===== config.mk =====
export PLATFORM = sky130hd
export DESIGN_NAME = jt51_i2s_tx
export DESIGN_NICKNAME = d
export VERILOG_FILES = /design/src/rtl/jt51_i2s_tx.sv
export SDC_FILE = /design/constraint.sdc
export NUM_CORES = 1
export LEC_CHECK = 0
export BUFFER_PORTS_ARGS = -buffer_cell sky130_fd_sc_hd__buf_2
export CORE_UTILIZATION = 30
export CTS_BUF_LIST = sky130_fd_sc_hd__clkbuf_8 sky130_fd_sc_hd__clkbuf_16
export CTS_CLUSTER_DIAMETER = 200
export CTS_CLUSTER_SIZE = 30
export DETAILED_ROUTE_END_ITERATION = 8
export HOLD_SLACK_MARGIN = 0.06
export PLACE_DENSITY = 0.55
export SYNTH_ARGS = -nofsm -noshare
export SYNTH_HDL_FRONTEND = slang
export SYNTH_SLANG_ARGS = --single-unit

===== constraint.sdc =====
create_clock -name clk -period 2.6 [get_ports clk]
set_input_delay 0.26 -clock clk [delete_from_list [all_inputs] [get_ports clk]]
set_output_delay 0.26 -clock clk [all_outputs]
set_load 0.005 [all_outputs]

===== src/rtl/jt51_i2s_tx.sv =====
// jt51_i2s_tx: stereo 16-bit I2S serialiser with one-entry hold buffer.
// Define JT51_I2S_LJ_EN for left-justified output (no one-bit delay).
module jt51_i2s_tx #(
    parameter int HALF_DIV = 4
) (
    input  logic        clk,
    input  logic        rst,
    input  logic        sample_in,
    input  logic [15:0] left_in,
    input  logic [15:0] right_in,
    output logic        bclk,
    output logic        lrck,
    output logic        sdata,
    output logic        frame_start,
    output logic        overrun,
    output logic        underrun
);
    localparam int DW = $clog2(HALF_DIV);

    logic [DW-1:0] div;
    logic [5:0]    slot, slot_n;
    logic [15:0]   hold_l, hold_r, cur_l, cur_r, nxt_l, nxt_r, w;
    logic          hold_valid, tick, fall, load, bit_n;
    logic [4:0]    s;
    logic [3:0]    idx;

    always_comb begin
        tick   = div == DW'(HALF_DIV - 1);
        fall   = tick && bclk;
        load   = fall && slot == 6'd63;
        slot_n = slot + 6'd1;
        nxt_l  = load && hold_valid ? hold_l : cur_l;
        nxt_r  = load && hold_valid ? hold_r : cur_r;
        w      = slot_n[5] ? nxt_r : nxt_l;
        s      = slot_n[4:0];
`ifdef JT51_I2S_LJ_EN
        idx    = 4'd15 - s[3:0];
        bit_n  = !s[4] && w[idx];
`else
        // standard I2S: MSB lands one bit after the word-select edge
        idx    = 4'(5'd16 - s);
        bit_n  = s >= 5'd1 && s <= 5'd16 && w[idx];
`endif
    end

    always_ff @(posedge clk) begin
        if (rst) begin
            div         <= '0;
            bclk        <= 1'b0;
            slot        <= '0;
            lrck        <= 1'b0;
            sdata       <= 1'b0;
            frame_start <= 1'b0;
            overrun     <= 1'b0;
            underrun    <= 1'b0;
            hold_l      <= '0;
            hold_r      <= '0;
            hold_valid  <= 1'b0;
            cur_l       <= '0;
            cur_r       <= '0;
        end else begin
            div         <= tick ? '0 : div + 1'b1;
            bclk        <= tick ? !bclk : bclk;
            frame_start <= load;
            underrun    <= load && !hold_valid;
            overrun     <= sample_in && hold_valid && !load;
            if (fall) begin
                slot  <= slot_n;
                lrck  <= slot_n[5];
                sdata <= bit_n;
                cur_l <= nxt_l;
                cur_r <= nxt_r;
            end
            // a strobe coinciding with a load refills the hold after the load drained it
            if (sample_in) begin
                hold_l     <= left_in;
                hold_r     <= right_in;
                hold_valid <= 1'b1;
            end else if (load) begin
                hold_valid <= 1'b0;
            end
        end
    end
endmodule

==> impl_metrics.csv, run 1 <==
group,metric,value,unit
run_status,status,"completed",
clocking,htree_levels,3,
floorplan,die_h,109,microns
pwr,clkPwrFrac,51.0,%
placed_design,port_buffers,40,
worst_setup_path,startpoint_type,"flip-flop",
cells_and_area,num_antenna_cells,0,
global_routing,overflow,0,
clocking,clk_latency,330,ps
cells_and_area,syn_to_final_growth,21.1,%
pwr,p_leak,1.80,nW
floorplan,row_count,38,
cells_and_area,fill_cells,1105,
yosys,synth_area_leaders,"dfxtp_1, mux2i_1, a22o_1, nor2_1, nand2_1",
yosys,synth_area_leader_cell,"dfxtp_1",
yosys,synth.distinct_cells,49,
worst_setup_path,regToRegSetupSlack,190,ps
global_routing,grt_pass1_wl,13500,microns
yosys,syn_area_per_cell,9.59,sq um
global_routing,grt_use_total,15.0,%
yosys,async_flop_share,0,%
pwr,power_frac_comb,4.7,%
routing,vias,2683,
cells_and_area,final_nets,434,
floorplan,start_util,31.1,%
clocking,cts_buffer_depth,2,
timing,fmax,414,MHz
min_path,whs_endpoint,"hold_r[1]",
timing,setup_tns,0,ps
min_path,min_delay_path_depth,3,
timing,maxSlewHeadroom,33.6,%
routing,ant_nets,0,
routing,post_drt_via_cell_ratio,4.97,
worst_setup_path,end_kind,"flip-flop",
pwr,powerDensity,689,nW/um^2
placed_design,dp_slack,99.5,ps
yosys,synth_flop_cell,"dfxtp_1",
yosys,synth_edf_count,0,
placed_design,place.gp.congestion,0.935,
worst_setup_path,crit_required,2820,ps
clocking,cts_tree,"yes",
routing,wl,8070,microns
worst_setup_path,rr_startpoint,"slot[0]",
timing,clock_skew,6.25,ps
worst_setup_path,worstPathArrival,2640,ps
floorplan,die_w,109,microns
global_routing,grt_max_degree,29,
timing,worst_pin_slew,992,ps
timing,drv_slew,0,
routing,drtPass1Iterations,5,
pwr,p_sw_share,20.8,%
floorplan,core-area,11000,sq um
pwr,p_sw,0.593,mW
clocking,clock-root-buffer,"clkbuf_16",
min_path,hold_path_class,"primary input to flip-flop",
timing,setup_viol,0,
yosys,yosys_warnings,0,
timing,rsz0062_at_grt,"no",
routing,drc_errors,0,
global_routing,grt_pass1_vias,2633,
timing,timing.hold.ws,156,ps
clocking,clock_sinks,78,
timing,finalCritPeriodShare,92.8,%
yosys,ys_seq_elements,78,
cells_and_area,drive_gt1_share,20.5,%
pwr,irDropWorstVdd,0.291,mV
worst_setup_path,critPathKind,"flip-flop to flip-flop",
floorplan,dieArea,11800,sq um
worst_setup_path,cp_max_fo,10,
job,maxCapViolCount,0,
timing,setup_slack,187,ps
pwr,power.internal,2.26,mW
yosys,synth_area,3420,sq um
yosys,synth_top_area_share,45.7,%
yosys,synth_fp_nets,394,
global_routing,antenna_found_initial,0,
clocking,path_clk_slew,60,ps
yosys,synthCells,356,
timing,finalHoldViolCount,0,
yosys,synth_most_common_cell,"dfxtp_1",
worst_setup_path,r2r-end,"sdata",
routing,avgRoutedWirePerCell,15.0,microns
routing,drt_iter0_drc,189,
placed_design,place_hpwl,5840,microns
min_path,min-delay-start,"right_in[1]",
worst_setup_path,ff2ff_path_depth,8,
yosys,synth-seq-area-share,45.7,%
pwr,p_seq_share,44.2,%
yosys,synth.top_cells.by_count,"dfxtp_1, mux2i_1, nor2_1",
clocking,cts_buffers,9,
timing,finalCriticalPeriod,2410,ps
floorplan,pin_count,41,
-- layout by cell type, fill, tap and decap left out, types with 2 or more instances in the layout --
cell / synthesis / final
dfxtp_1: 78 / 76
mux2i_1: 48 / 48
nor2_1: 48 / 48
buf_2: 8 / 40
nand2_1: 39 / 39
a22o_1: 28 / 28
buf_4: 1 / 16
a21oi_1: 13 / 13
clkbuf_16: 0 / 9
xnor2_1: 6 / 6
or3_1: 5 / 5
nor3_1: 5 / 5
a32oi_1: 5 / 5
inv_1: 4 / 4
nand2b_1: 4 / 4
nand4_1: 3 / 3
o21ai_0: 3 / 3
nand3_1: 3 / 3
a32o_1: 3 / 3
ha_1: 3 / 3
bufinv_16: 0 / 3
nor3_4: 2 / 2
a31oi_1: 2 / 2
and4b_1: 2 / 2
o311ai_1: 2 / 2
clkinv_4: 0 / 2
dfxtp_2: 0 / 2
-- registers in the layout, indices dropped and copies added (netlist names) --
signal,cells
bclk,1
cur_l,16
cur_r,16
div,2
frame_start,1
hold_l,16
hold_r,16
hold_valid,1
lrck,1
overrun,1
sdata,1
slot,5
underrun,1
-- worst max path at each step --
stage | startpoint | endpoint | cells after the start
after floorplan | slot[0] | sdata | 10
after global placement | slot[0] | sdata | 8
after detailed placement | slot[0] | sdata | 8
after CTS | slot[0] | sdata | 8
after global routing | slot[0] | sdata | 8
final | slot[0] | sdata | 8
-- metrics by stage --
step / cells / cell area, sq um / utilization, % / total power [mW]
global placement: 525 / 3790 / 34.5 / 1.42
finish: 540 / 4140 / 37.7 / 2.85
floorplan: 356 / 3420 / - / 1.37
detailed placement: 525 / 3790 / 34.5 / 1.43
CTS: 540 / 4140 / 37.7 / 2.88
global route: 540 / 4140 / 37.7 / 2.96
-- final cells by class --
class	count	area (sq um)	share of cell area (%)
clock buffer	10	239	5.78
clock inverter	5	108	2.60
inverter	4	15.0	0.363
multi-input combinational	247	1720	41.5
sequential	78	1560	37.8
tap	140	175	4.23
timing repair buffer	56	320	7.74
-- critical path: stages, from the launching register on --
cell and delay [ps]:
dfxtp_2 410, inv_1 100, ha_1 420, nand2b_1 250, or3_1 350, o311ai_2 80, a222oi_1 140, and4b_1 230
o32a_1 330
-- power by group through the flow --
stage / combinational [mW] / clock (mW) / sequential, mW
floorplan: 0.0887 / 0 / 1.28
CTS: 0.137 / 1.48 / 1.26
finish: 0.134 / 1.46 / 1.26
detailed placement: 0.137 / 0 / 1.29
global placement: 0.134 / 0 / 1.29
global route: 0.152 / 1.54 / 1.27
-- layer usage --
metal  GRT usage, %  routed length, microns  share of wire [%]  up-vias
li1               -                       -                  -     1353
met1           19.3                    3800                 47     1258
met2           23.8                    3760                 47       53
met3           3.17                     316                3.9       19
met4           7.24                     195                2.4        0
met5              0                       0                  0        -
-- timing repair --
item | 4_1_cts | 5_1_grt
gates resized for setup | 0 | 2
endpoints found under the setup margin | 0 | 1
buffers inserted | 0 | 0
hold buffers | 0 | 0
-- cell families after synthesis --
logic type / count (synthesis) / share of synthesized area (%)
XOR/XNOR: 7 / 1.79
multiplexers: 50 / 14.7
adder cells (fa/ha/maj): 3 / 1.10
AO/OA/AOI/OAI: 65 / 15.1
flip-flops: 78 / 45.7
AND/OR/NAND/NOR: 122 / 17.5
buffers and inverters: 31 / 4.03
Note: power is estimated with default switching activity, not from simulation.
==> run 2: changes to the inputs <==
==> constraint.sdc (replaced) <==
create_clock -name clk -period 2.6 [get_ports clk]
set_input_delay 0 -clock clk [delete_from_list [all_inputs] [get_ports clk]]
set_output_delay 0 -clock clk [all_outputs]
set_load 0.02 [all_outputs]
==> run 2 against run 1 <==
Sequential power barely moved. Worst setup slack got worse by 25 ps. Flip-flop and latch count did not move. Critical path type unchanged. Clock power fell by 8%. Clock skew rose by 0.74 ps. Global-route usage barely moved. First-iteration DRC count rose by 14%. Critical path depth fell by 1. Via count rose by 4.2%.
==> impl_metrics.csv, run 2 (synthesized netlist as in run 1, its figures left out) <==
group,metric,value,unit
pwr,power.internal,2.17,mW
cells_and_area,drive_gt1_share,18.6,%
floorplan,start_util,31.1,%
worst_setup_path,max_stage_delay,520,ps
worst_setup_path,critPathKind,"flip-flop to flip-flop",
clocking,cts_tree,"yes",
timing,clock_skew,6.99,ps
floorplan,die_h,109,microns
job,maxCapViolCount,0,
timing,setup_tns,0,ps
clocking,clk_latency,330,ps
min_path,hold_path_class,"primary input to flip-flop",
clocking,cts_buffer_depth,2,
pwr,powerDensity,630,nW/um^2
floorplan,die_w,109,microns
routing,drc_errors,0,
cells_and_area,num_antenna_cells,0,
clocking,cts_buffers,9,
global_routing,grt_use_total,15.0,%
cells_and_area,syn_to_final_growth,29.0,%
pwr,p_sw,0.604,mW
worst_setup_path,worstPathArrival,2660,ps
timing,setup_viol,0,
global_routing,grt_pass1_wl,13500,microns
routing,ant_nets,0,
timing,finalHoldViolCount,0,
timing,worst_pin_slew,1000,ps
routing,vias,2796,
global_routing,antenna_found_initial,0,
placed_design,place_hpwl,5620,microns
floorplan,core-area,11000,sq um
floorplan,row_count,38,
cells_and_area,final_cell_mix,"dfxtp_1, mux2i_1, nor2_1, buf_2, nand2_1",
worst_setup_path,startpoint_type,"flip-flop",
routing,wl,8130,microns
timing,timing.hold.ws,140,ps
pwr,clkPwrFrac,48.4,%
global_routing,grt_pass1_vias,2732,
clocking,path_clk_slew,60,ps
pwr,p_sw_share,21.8,%
timing,finalCritPeriodShare,93.8,%
floorplan,dieArea,11800,sq um
pwr,p_seq_share,45.4,%
clocking,htree_levels,3,
cells_and_area,layout_commonest_cell,"dfxtp_1",
timing,drv_slew,0,
run_status,status,"completed",
global_routing,overflow,0,
cells_and_area,fill_cells,1086,
pwr,p_leak,1.90,nW
routing,post_drt_via_cell_ratio,4.91,
cells_and_area,final_nets,462,
pwr,irDropWorstVdd,0.500,mV
timing,maxSlewHeadroom,33.1,%
timing,finalCriticalPeriod,2440,ps
worst_setup_path,end_kind,"flip-flop",
routing,drt_iter0_drc,215,
routing,avgRoutedWirePerCell,14.3,microns
placed_design,place.gp.congestion,0.895,
timing,rsz0062_at_grt,"no",
global_routing,grt_max_degree,35,
clocking,clock_sinks,78,
placed_design,port_buffers,40,
routing,drtPass1Iterations,5,
worst_setup_path,cp_max_fo,9,
worst_setup_path,path_cells,"ha_1, nand2_4, or3_1, o311ai_2, a222oi_1, and4b_1, o32a_1",
pwr,power_frac_comb,6.2,%
timing,fmax,410,MHz
floorplan,pin_count,41,
worst_setup_path,crit_slowest_cell,"or3_1",
clocking,clock-root-buffer,"clkbuf_16",
worst_setup_path,crit_required,2820,ps
clocking,post_cts_buffers,0,
[run 2: through the flow]
stage / instances / util, % / cell area, sq um / setup WS, ps / power (mW)
5_1_grt: 569 / 40.1 / 4410 / 40.3 / 2.89
4_1_cts: 569 / 40.1 / 4400 / 109 / 2.81
2_1_floorplan: 356 / - / 3420 / 215 / 1.37
6_report: 569 / 40.1 / 4410 / 162 / 2.78
3_5_place_dp: 521 / 34.2 / 3760 / 132 / 1.43
3_3_place_gp: 521 / 34.2 / 3760 / 221 / 1.42
[run 2: cell type report]
cell class	count	area, sq um	share of cell area, %
sequential	78	1560	35.5
multi-input combinational	247	1720	39.0
inverter	4	15.0	0.341
tap	140	175	3.98
clock inverter	7	97.6	2.21
clock buffer	9	225	5.11
timing repair buffer	84	611	13.9
[run 2: power groups by stage]
stage               clock network (mW)  registers (mW)  logic [mW]
CTS                               1.38            1.26       0.175
finish                            1.34            1.26       0.172
floorplan                            0            1.28      0.0887
detailed placement                   0            1.29       0.139
global placement                     0            1.29       0.134
global route                      1.43            1.27       0.192
[run 2: metal layers]
layer | vias up | global-route usage, % | share of wire, %
li1 | 1405 | - | -
met5 | - | 0 | 0
met2 | 63 | 24.1 | 46
met3 | 16 | 4.30 | 4.3
met1 | 1312 | 18.8 | 47
met4 | 0 | 6.08 | 2.3
[run 2: path summary, 6_finish.rpt]
check | slack (ps) | start | end | cells past startpoint
worst min-delay path | 140 | rst | bclk | 2
worst max-delay path | 160 | div[0] | sdata | 7
worst min register to register | 430 | div[0] | div[0] | 1
worst max register to register | 160 | div[0] | sdata | 7
[run 2: timing repair]
action                     in CTS  in global routing
hold buffers                   32                  0
resized for setup               0                  3
hold endpoints to repair       32                  0
setup endpoints to repair       0                  1
[run 2: critical path, delay by kind of cell (launching register included)]
family          cells  cell delay, ps
fa+ha+maj           1             290
simple gates        3             890
flops               1             340
compound gates      3             800
==> run 3: changes to the inputs <==
- CORE_UTILIZATION: 30 -> 55
- PLACE_DENSITY: 0.55 -> 0.84
==> run 3 against run 2 <==
Register-to-register slack improved by 20 ps. Clock power shrank 32%. Global-route usage up 13 points. First-iteration DRC count shrank 12%. Clock skew increased by 1.1 ps. Utilization up 32 points. Non-clock buffer count grew 11. Design area is 2.1% lower. Cell count is 9.5% lower. Die area shrank 45%. Via count is 7.7% higher. Hold slack improved by 270 ps. Highest routed layer unchanged.
==> impl_metrics.csv, run 3 (synthesized netlist as in run 1, its figures left out) <==
group,metric,value,unit
routing,post_drt_via_cell_ratio,5.85,
pwr,irDropWorstVdd,0.598,mV
clocking,clk_latency,340,ps
worst_setup_path,crit_required,2830,ps
worst_setup_path,cp_max_fo,10,
global_routing,overflow,0,
timing,rsz0062_at_grt,"no",
pwr,clkPwrFrac,38.5,%
cells_and_area,final_util,72.4,%
clocking,cts_buffer_depth,2,
floorplan,die_w,80.8,microns
cells_and_area,syn_to_final_growth,26.3,%
routing,vias,3012,
worst_setup_path,critPathKind,"flip-flop to flip-flop",
floorplan,row_count,28,
global_routing,grt_max_degree,38,
timing,setup_viol,0,
cells_and_area,final_cell_mix,"dfxtp_1, mux2i_1, nor2_1, dlygate4sd3_1, buf_2",
pwr,p_sw,0.535,mW
cells_and_area,layout_commonest_cell,"dfxtp_1",
placed_design,place_hpwl,5120,microns
routing,avgRoutedWirePerCell,16.5,microns
routing,wl,8520,microns
cells_and_area,fill_cells,449,
global_routing,grt_pass1_wl,13700,microns
timing,maxSlewHeadroom,33.3,%
timing,clock_skew,8.04,ps
cells_and_area,num_antenna_cells,0,
pwr,powerDensity,547,nW/um^2
worst_setup_path,startpoint_type,"flip-flop",
clocking,path_clk_slew,80,ps
floorplan,die_h,80.8,microns
clocking,post_cts_buffers,0,
timing,fmax,414,MHz
cells_and_area,drive_gt1_share,18.0,%
routing,drt_iter0_drc,190,
routing,drtPass1Iterations,4,
cells_and_area,final_nets,473,
routing,ant_nets,0,
global_routing,grt_use_total,27.6,%
clocking,cts_tree,"yes",
pwr,power_frac_comb,8.0,%
min_path,min_delay_path_depth,3,
timing,finalCriticalPeriod,2410,ps
timing,drv_slew,0,
timing,finalHoldViolCount,0,
pwr,p_sw_share,22.7,%
clocking,cts_buffers,9,
clocking,clock_sinks,78,
global_routing,grt_pass1_vias,2801,
placed_design,place.gp.congestion,0.964,
timing,worst_pin_slew,1000,ps
worst_setup_path,ff2ff_path_depth,8,
floorplan,dieArea,6530,sq um
placed_design,dp_slack,132,ps
timing,setup_slack,186,ps
floorplan,pin_count,41,
pwr,p_seq_share,53.4,%
run_status,status,"completed",
worst_setup_path,end_kind,"flip-flop",
floorplan,core-area,5960,sq um
pwr,p_leak,1.92,nW
pwr,power.internal,1.82,mW
routing,drc_errors,0,
timing,setup_tns,0,ps
global_routing,antenna_found_initial,0,
clocking,htree_levels,3,
floorplan,start_util,57.4,%
placed_design,port_buffers,40,
min_path,hold_path_class,"primary input to flip-flop",
worst_setup_path,worstPathArrival,2650,ps
clocking,clock-root-buffer,"clkbuf_8",
timing,finalCritPeriodShare,92.9,%
job,maxCapViolCount,0,
==> run 3: what timing repair did <==
| item | CTS | global route |
|---|---|---|
| setup endpoints to repair | 0 | 1 |
| gates resized for setup | 0 | 3 |
| endpoints found under the hold margin | 33 | 0 |
| hold buffers | 42 | 0 |
==> run 3: power by group through the flow <==
stage / logic (mW) / registers (mW) / clock network [mW]
2_1_floorplan: 0.0887 / 1.28 / 0
3_3_place_gp: 0.128 / 1.29 / 0
3_5_place_dp: 0.134 / 1.29 / 0
4_1_cts: 0.184 / 1.26 / 0.923
5_1_grt: 0.205 / 1.26 / 0.977
6_report: 0.189 / 1.26 / 0.909
==> run 3: area by class of cell <==
class	instances	area [sq um]	share of cell area, %
Clock buffer	11	151	3.51
Clock inverter	5	50.0	1.16
Inverter	4	15.0	0.348
Multi-Input combinational cell	247	1720	39.9
Sequential cell	78	1560	36.2
Tap cell	75	93.8	2.18
Timing Repair Buffer	95	718	16.7
==> run 3: worst max-delay path: stages (launching register included) <==
cell      delay (ps)
dfxtp_1          450
inv_1            120
ha_2             390
nand2b_1         220
or3_1            340
o311ai_2          80
a222oi_1         140
and4b_1          230
o32a_1           340
==> run 3: path summary, 6_finish.rpt <==
| kind | start | to | slack (ps) |
|---|---|---|---|
| hold / removal | sample_in | hold_l[7] | 410 |
| hold reg to reg | div[0] | div[0] | 430 |
| setup reg to reg | slot[0] | sdata | 190 |
| setup / recovery | slot[0] | sdata | 190 |
==> run 3: routing by layer <==
metal / track usage, % / share of wire (%)
met1: 34.9 / 44
met2: 46.1 / 49
met3: 6.07 / 5.0
met4: 10.0 / 1.4
met5: 0 / 0
==> run 3: through the flow <==
| stage | instances | power (mW) | hold slack [ps] | instance area [sq um] |
|---|---|---|---|---|
| 2_1_floorplan | 356 | 1.37 | 147 | 3420 |
| 3_3_place_gp | 457 | 1.41 | 233 | 3680 |
| 3_5_place_dp | 457 | 1.42 | 244 | 3680 |
| 4_1_cts | 515 | 2.37 | 395 | 4310 |
| 5_1_grt | 515 | 2.45 | 429 | 4310 |
| 6_report | 515 | 2.36 | 412 | 4310 |
